[src/rtl/cordic_pkg.sv]
// rtl/cordic_pkg.sv - shared CORDIC constants, atan table and FSM state encoding
//
// Used by the vectoring-mode CORDIC (cordic_vector) and the rotation-mode CORDIC.
// All angles are signed Q3.16 radians; all coordinates carry 16 fraction bits.
package cordic_pkg;

    localparam int BIT_SIZE_DEF = 18;
    localparam int FRAC_BITS    = 16;
    localparam int ANGLE_W      = 19;
    localparam int ATAN_ENTRIES = 18;

    // 1/(CORDIC gain) = 0.607254 in Q2.16
    localparam logic [17:0]               K    = 18'h09B74;
    // pi/2 in Q3.16
    localparam logic signed [ANGLE_W-1:0] PI_2 = 19'sh19220;

    typedef enum logic [2:0] {
        IDLE  = 3'd0,
        PRE   = 3'd1,
        ITER  = 3'd2,
        SCALE = 3'd3,
        DONE  = 3'd4
    } cordic_state_e;

    // atan(2^-idx) in Q3.16; iterations past the table contribute no angle.
    function automatic logic signed [ANGLE_W-1:0] atan_lut(input int idx);
        logic signed [ANGLE_W-1:0] r;
        case (idx)
            0:       r = 19'sh0C90F;
            1:       r = 19'sh076B1;
            2:       r = 19'sh03EB6;
            3:       r = 19'sh01FD5;
            4:       r = 19'sh00FFA;
            5:       r = 19'sh007FF;
            6:       r = 19'sh003FF;
            7:       r = 19'sh001FF;
            8:       r = 19'sh000FF;
            9:       r = 19'sh0007F;
            10:      r = 19'sh0003F;
            11:      r = 19'sh0001F;
            12:      r = 19'sh0000F;
            13:      r = 19'sh00007;
            14:      r = 19'sh00003;
            15:      r = 19'sh00001;
            default: r = '0;
        endcase
        return r;
    endfunction

endpackage

[src/rtl/cordic_vec_stage.sv]
// rtl/cordic_vec_stage.sv - combinational single vectoring-mode CORDIC micro-rotation
//
// Ports:
//   x_i, y_i  current vector (signed, XW bits)
//   z_i       accumulated angle (signed Q3.16)
//   i_i       iteration index (shift amount and atan table index)
//   x_o, y_o  rotated vector, driven toward the +x axis
//   z_o       updated angle
module cordic_vec_stage
    import cordic_pkg::*;
#(
    parameter int XW = 20,
    parameter int CW = 5
) (
    input  logic signed [XW-1:0]      x_i,
    input  logic signed [XW-1:0]      y_i,
    input  logic signed [ANGLE_W-1:0] z_i,
    input  logic        [CW-1:0]      i_i,
    output logic signed [XW-1:0]      x_o,
    output logic signed [XW-1:0]      y_o,
    output logic signed [ANGLE_W-1:0] z_o
);

    logic signed [XW-1:0]      x_sh;
    logic signed [XW-1:0]      y_sh;
    logic signed [ANGLE_W-1:0] atan_i;

    // All three updates use the pre-iteration values of x, y and z.
    always_comb begin
        x_sh   = x_i >>> i_i;
        y_sh   = y_i >>> i_i;
        atan_i = atan_lut(int'(i_i));
        if (!y_i[XW-1]) begin
            x_o = x_i + y_sh;
            y_o = y_i - x_sh;
            z_o = z_i + atan_i;
        end else begin
            x_o = x_i - y_sh;
            y_o = y_i + x_sh;
            z_o = z_i - atan_i;
        end
    end

endmodule

[src/rtl/cordic_vector.sv]
// rtl/cordic_vector.sv - iterative vectoring CORDIC: (x, y) -> magnitude, atan2(y, x)
//
// Ports:
//   clk, rst_n       clock, asynchronous active-low reset
//   init             start request (accepted in IDLE, or in DONE once done is high)
//   x_in, y_in       signed Q2.16 coordinates
//   magnitude        unsigned Q2.16 gain-compensated vector length
//   angle            signed Q3.16 atan2(y, x) in radians
//   busy             conversion in progress
//   done             magnitude/angle valid, held until the next accepted init
module cordic_vector
    import cordic_pkg::*;
#(
    parameter int ITERATIONS = 18,
    parameter int BIT_SIZE   = BIT_SIZE_DEF
) (
    input  logic                      clk,
    input  logic                      rst_n,
    input  logic                      init,
    input  logic signed [BIT_SIZE-1:0] x_in,
    input  logic signed [BIT_SIZE-1:0] y_in,
    output logic        [BIT_SIZE-1:0] magnitude,
    output logic signed [ANGLE_W-1:0]  angle,
    output logic                      busy,
    output logic                      done
);

    // Two guard bits: room for negating -2 and for the ~1.65x CORDIC gain.
    localparam int XW = BIT_SIZE + 2;
    localparam int CW = (ITERATIONS > 1) ? $clog2(ITERATIONS) : 1;
    localparam int PW = XW + 19;

    cordic_state_e state_q, state_d;

    logic        [CW-1:0]       cnt_q;
    logic signed [XW-1:0]       x_q, y_q;
    logic signed [ANGLE_W-1:0]  z_q;
    logic        [BIT_SIZE-1:0] mag_q;
    logic signed [ANGLE_W-1:0]  ang_q;
    logic                       done_q;

    logic signed [XW-1:0]       x_n, y_n;
    logic signed [ANGLE_W-1:0]  z_n;
    logic                       accept;
    logic                       is_zero;
    logic signed [PW-1:0]       prod;
    logic signed [PW-1:0]       prod_sh;
    logic        [BIT_SIZE-1:0] mag_sat;

    cordic_vec_stage #(
        .XW (XW),
        .CW (CW)
    ) u_stage (
        .x_i (x_q),
        .y_i (y_q),
        .z_i (z_q),
        .i_i (cnt_q),
        .x_o (x_n),
        .y_o (y_n),
        .z_o (z_n)
    );

    assign is_zero = (x_q == '0) && (y_q == '0);

    // Gain compensation: Q4.16 * Q2.16 -> drop 16 fraction bits, clamp to unsigned range.
    always_comb begin
        prod    = x_q * $signed({1'b0, K});
        prod_sh = prod >>> FRAC_BITS;
        if (prod_sh[PW-1]) begin
            mag_sat = '0;
        end else if (|prod_sh[PW-1:BIT_SIZE]) begin
            mag_sat = '1;
        end else begin
            mag_sat = prod_sh[BIT_SIZE-1:0];
        end
    end

    // FSM: state register
    always_ff @(posedge clk or negedge rst_n) begin
        if (!rst_n) begin
            state_q <= IDLE;
        end else begin
            state_q <= state_d;
        end
    end

    // FSM: next state
    always_comb begin
        state_d = state_q;
        case (state_q)
            IDLE:    if (accept) state_d = PRE;
            PRE:     state_d = is_zero ? SCALE : ITER;
            ITER:    if (cnt_q == CW'(ITERATIONS - 1)) state_d = SCALE;
            SCALE:   state_d = DONE;
            DONE:    if (accept) state_d = PRE;
            default: state_d = IDLE;
        endcase
    end

    // FSM: outputs. The first DONE cycle latches the result, so init there is
    // ignored (it coincides with done rising) and busy is still reported.
    always_comb begin
        accept = 1'b0;
        busy   = 1'b0;
        case (state_q)
            IDLE:    accept = init;
            PRE,
            ITER,
            SCALE:   busy = 1'b1;
            DONE: begin
                accept = init && done_q;
                busy   = !done_q;
            end
            default: ;
        endcase
    end

    // Datapath
    always_ff @(posedge clk or negedge rst_n) begin
        if (!rst_n) begin
            cnt_q  <= '0;
            x_q    <= '0;
            y_q    <= '0;
            z_q    <= '0;
            mag_q  <= '0;
            ang_q  <= '0;
            done_q <= 1'b0;
        end else if (accept) begin
            x_q    <= {{(XW - BIT_SIZE){x_in[BIT_SIZE-1]}}, x_in};
            y_q    <= {{(XW - BIT_SIZE){y_in[BIT_SIZE-1]}}, y_in};
            z_q    <= '0;
            cnt_q  <= '0;
            done_q <= 1'b0;
        end else begin
            case (state_q)
                PRE: begin
                    cnt_q <= '0;
                    // Fold left half-plane into the right half-plane so the
                    // iterations only need to cover +-pi/2.
                    if (is_zero) begin
                        x_q <= '0;
                        z_q <= '0;
                    end else if (x_q[XW-1] && !y_q[XW-1]) begin
                        x_q <= y_q;
                        y_q <= -x_q;
                        z_q <= PI_2;
                    end else if (x_q[XW-1]) begin
                        x_q <= -y_q;
                        y_q <= x_q;
                        z_q <= -PI_2;
                    end
                end
                ITER: begin
                    x_q   <= x_n;
                    y_q   <= y_n;
                    z_q   <= z_n;
                    cnt_q <= cnt_q + CW'(1);
                end
                SCALE: begin
                    x_q <= {{(XW - BIT_SIZE){1'b0}}, mag_sat};
                end
                DONE: begin
                    if (!done_q) begin
                        mag_q  <= x_q[BIT_SIZE-1:0];
                        ang_q  <= z_q;
                        done_q <= 1'b1;
                    end
                end
                default: ;
            endcase
        end
    end

    assign magnitude = mag_q;
    assign angle     = ang_q;
    assign done      = done_q;

endmodule

[config.mk]
export PLATFORM = sky130hd
export DESIGN_NAME = cordic_vector
export DESIGN_NICKNAME = d
export VERILOG_FILES = /design/src/rtl/cordic_pkg.sv /design/src/rtl/cordic_vec_stage.sv /design/src/rtl/cordic_vector.sv
export SDC_FILE = /design/constraint.sdc
export NUM_CORES = 1
export LEC_CHECK = 0
export CORE_AREA = 2 2 202 204
export CTS_CLUSTER_DIAMETER = 50
export DETAILED_ROUTE_END_ITERATION = 12
export DIE_AREA = 0 0 204 206
export GPL_TIMING_DRIVEN = 1
export MAX_ROUTING_LAYER = met4
export SYNTH_ARGS = -nofsm -noshare
export SYNTH_HDL_FRONTEND = slang
export SYNTH_SLANG_ARGS = --single-unit
export TNS_END_PERCENT = 5
[constraint.sdc]
create_clock -name clk -period 8.25 [get_ports clk]
set_input_delay 1.65 -clock clk [delete_from_list [all_inputs] [get_ports clk]]
set_output_delay 1.65 -clock clk [all_outputs]
set_load 0.05 [all_outputs]
==> results.tsv <==
stage	metric	value	unit
timing	slew_viol_final	0	
final_layout	fill_cells	3868	
timing	period_share	92.3	%
yosys	yosysTopAreaCell	ha_1	
floorplanning	start_util	44.3	%
placed_design	dp_slack	0.801	ns
yosys	synth_area_leaders	ha_1, dfrtp_1, fa_1, inv_1, xnor2_1	
worst_setup_path	critical_path_depth	22	
timing	setup_ws	0.631	ns
yosys	syn_avg_cell_area	8.60	µm²
final_layout	finalCoreUtilization	48.0	%
worst_setup_path	path_buf_inv	5	
timing	tns	0	ns
worst_setup_path	crit_path_start_kind	flip-flop	
final_layout	final_cell_mix	inv_1, ha_1, nand2_1, o21ai_0, a21oi_1	
yosys	ys.flop_type	dfrtp_1	
timing	final.setup_skew	0.0120	ns
clock_tree	cts_max_level	3	
worst_setup_path	critPathMaxStageDelay	0.73	ns
timing	fmax	0.131	GHz
detailed_routing	firstDrtPassIters	5	
detailed_routing	via_count	15378	
grt	grtUsageTotal	28.9	%
min_path	holdPathStages	2	
yosys	synth_nets	2448	
clock_tree	clock_tree.buffer_depth	2	
placed_design	portBuffers	77	
final_layout	area_delta_synth_final	8.54	%
worst_setup_path	required	8.54	ns
timing	hold_viol	0	
worst_setup_path	critPathArrivalTime	7.91	ns
worst_setup_path	path_cells	inv_1 > ha_1 > inv_1 > fa_1 > inv_1 > fa_1 > fa_1 > fa_1 > inv_1 > fa_1 > inv_1 > ha_1 > a21o_1 > a21o_1 > a2111oi_0 > a21o_1 > o221ai_1 > xnor2_1 > and3_1 > o221ai_1 > and3_1 > a311oi_1	
detailed_routing	drc	0	
worst_setup_path	reg2reg_depth	22	
worst_setup_path	rrSetupSlack	0.63	ns
detailed_routing	vias_per_cell	5.86	
timing	rsz0062_at_grt	no	
yosys	syn_inst	2068	
grt	grt_max_degree	60	
floorplanning	ioPinCount	78	
timing	layout_min_cycle_time	7.62	ns
worst_setup_path	end_kind	flip-flop	
clock_tree	insertion_delay	0.39	ns
grt	grt_pass1_wl	89.9	mm
timing	worst_pin_slew	1.11	ns
clock_tree	holdBufCountCts	0	
worst_setup_path	crit_slowest_cell	dfrtp_1	
final_layout	final_nets	2466	
clock_tree	post_cts_buffers	0	
placed_design	gp_routability_congestion	0.964	
yosys	synth.top_cell.area_share	14.8	%
yosys	yosysSeqAreaShare	14.8	%
final_layout	final_common_cell	inv_1	
clock_tree	cts.repair.resized	0	
detailed_routing	drt-total-wl	57.1	mm
timing	max-slew-margin-rel	26.3	%
placed_design	hpwlAfterDp	44.9	mm
min_path	holdCritPathClass	flip-flop to flip-flop	
worst_setup_path	cp_max_fo	19	
clock_tree	clk_pin_slew	0.08	ns
worst_setup_path	critPathKind	flip-flop to flip-flop	
yosys	ys_warn_count	0	
timing	whs	0.506	ns
yosys	synth_cell_types	86	
floorplanning	num_rows	74	
yosys	synthArstFlopShare	100	%
yosys	synth.cell_area	17800	µm²
detailed_routing	antenna_left	0	
grt	grt_overflow	0	
clock_tree	cts_tree	done	
detailed_routing	wl_per_cell	21.8	µm
grt	grt_pass1_vias	15400	
clock_tree	cts_buffers	9	
timing	setup_viol	0	
grt	antenna_found_initial	1	
detailed_routing	drt-initial-drc-count	1345	
outcome	status	complete, no violations	
worst_setup_path	crit_family	adder cells	
clock_tree	clock-root-buffer	clkbuf_16	
yosys	ys_ff_latch	105	
clock_tree	clkSinkCount	105	
floorplanning	die_area	42000	µm²
final_layout	drive_above_1_share	7.89	%
yosys	synth_edf_count	0	
floorplanning	core	40200	µm²
floorplanning	fp.dieW	204	µm
flow_run	drv_cap	0	
floorplanning	die_h	206	µm
-- kinds of logic after synthesis --
family	Yosys count	synth area share, %
flops	105	14.8
mux	117	9.18
buf+inv	374	8.29
compound gates	533	19.4
simple gates	455	11.9
xor+xnor	143	7.04
fa+ha+maj	341	29.5
-- state kept, by name, indices dropped and copies added (netlist names) --
register / count
done: 1
cnt_q: 5
magnitude: 18
z_q: 19
angle: 19
y_q: 20
x_q: 20
state_q: 3
-- tightest hold or removal path: stages, from the launching register on --
cell	delay, ns
dfrtp_1	0.37
nand2_1	0.05
nand2_1	0.05
-- final cells by class --
cell class	count	area [µm²]	share of cell area, %
repair buffers	104	971	5.03
inverters	277	1040	5.39
clock inverters	4	36.3	0.188
flip-flops and latches	105	2630	13.6
diodes	1	2.50	0.0130
multi-input cells	1589	13700	71.0
well taps	532	666	3.45
clock buffers	12	256	1.33
-- worst paths after layout --
check,to,from
worst max-delay path,x_q[16],x_q[9]
worst min-delay path,z_q[16],z_q[16]
worst max register to register,x_q[16],x_q[9]
worst min register to register,z_q[16],z_q[16]
max in group asynchronous,state_q[0],rst_n
min in group asynchronous,y_q[18],rst_n
-- per-stage QoR --
| stage | cells | cell area, µm² |
|---|---|---|
| floorplan | 2068 | 17800 |
| global placement | 2607 | 19000 |
| detailed placement | 2607 | 19000 |
| CTS | 2623 | 19300 |
| global route | 2624 | 19300 |
| finish | 2624 | 19300 |
-- cells in the mapped netlist (all sizes together), types with 39 or more instances --
| cell | number |
|---|---|
| ha | 211 |
| nor2 | 131 |
| xor2 | 58 |
| nand2 | 151 |
| inv | 274 |
| xnor2 | 85 |
| a21oi | 132 |
| dfrtp | 105 |
| nand3 | 39 |
| o21ai | 135 |
| mux2 | 56 |
| clkbuf | 69 |
| fa | 130 |
-- metal layers --
layer	routed length [µm]	share of wire, %	GRT usage [%]	vias up
li1	-	-	-	7236
met1	25400	44	38.2	7572
met2	26500	46	45.5	473
met3	3560	6.2	4.51	97
met4	1630	2.9	9.14	0
met5	0	0	-	-
Power is not shown: default switching activity piles up to over one toggle a cycle in this logic, so the estimate is an artifact.
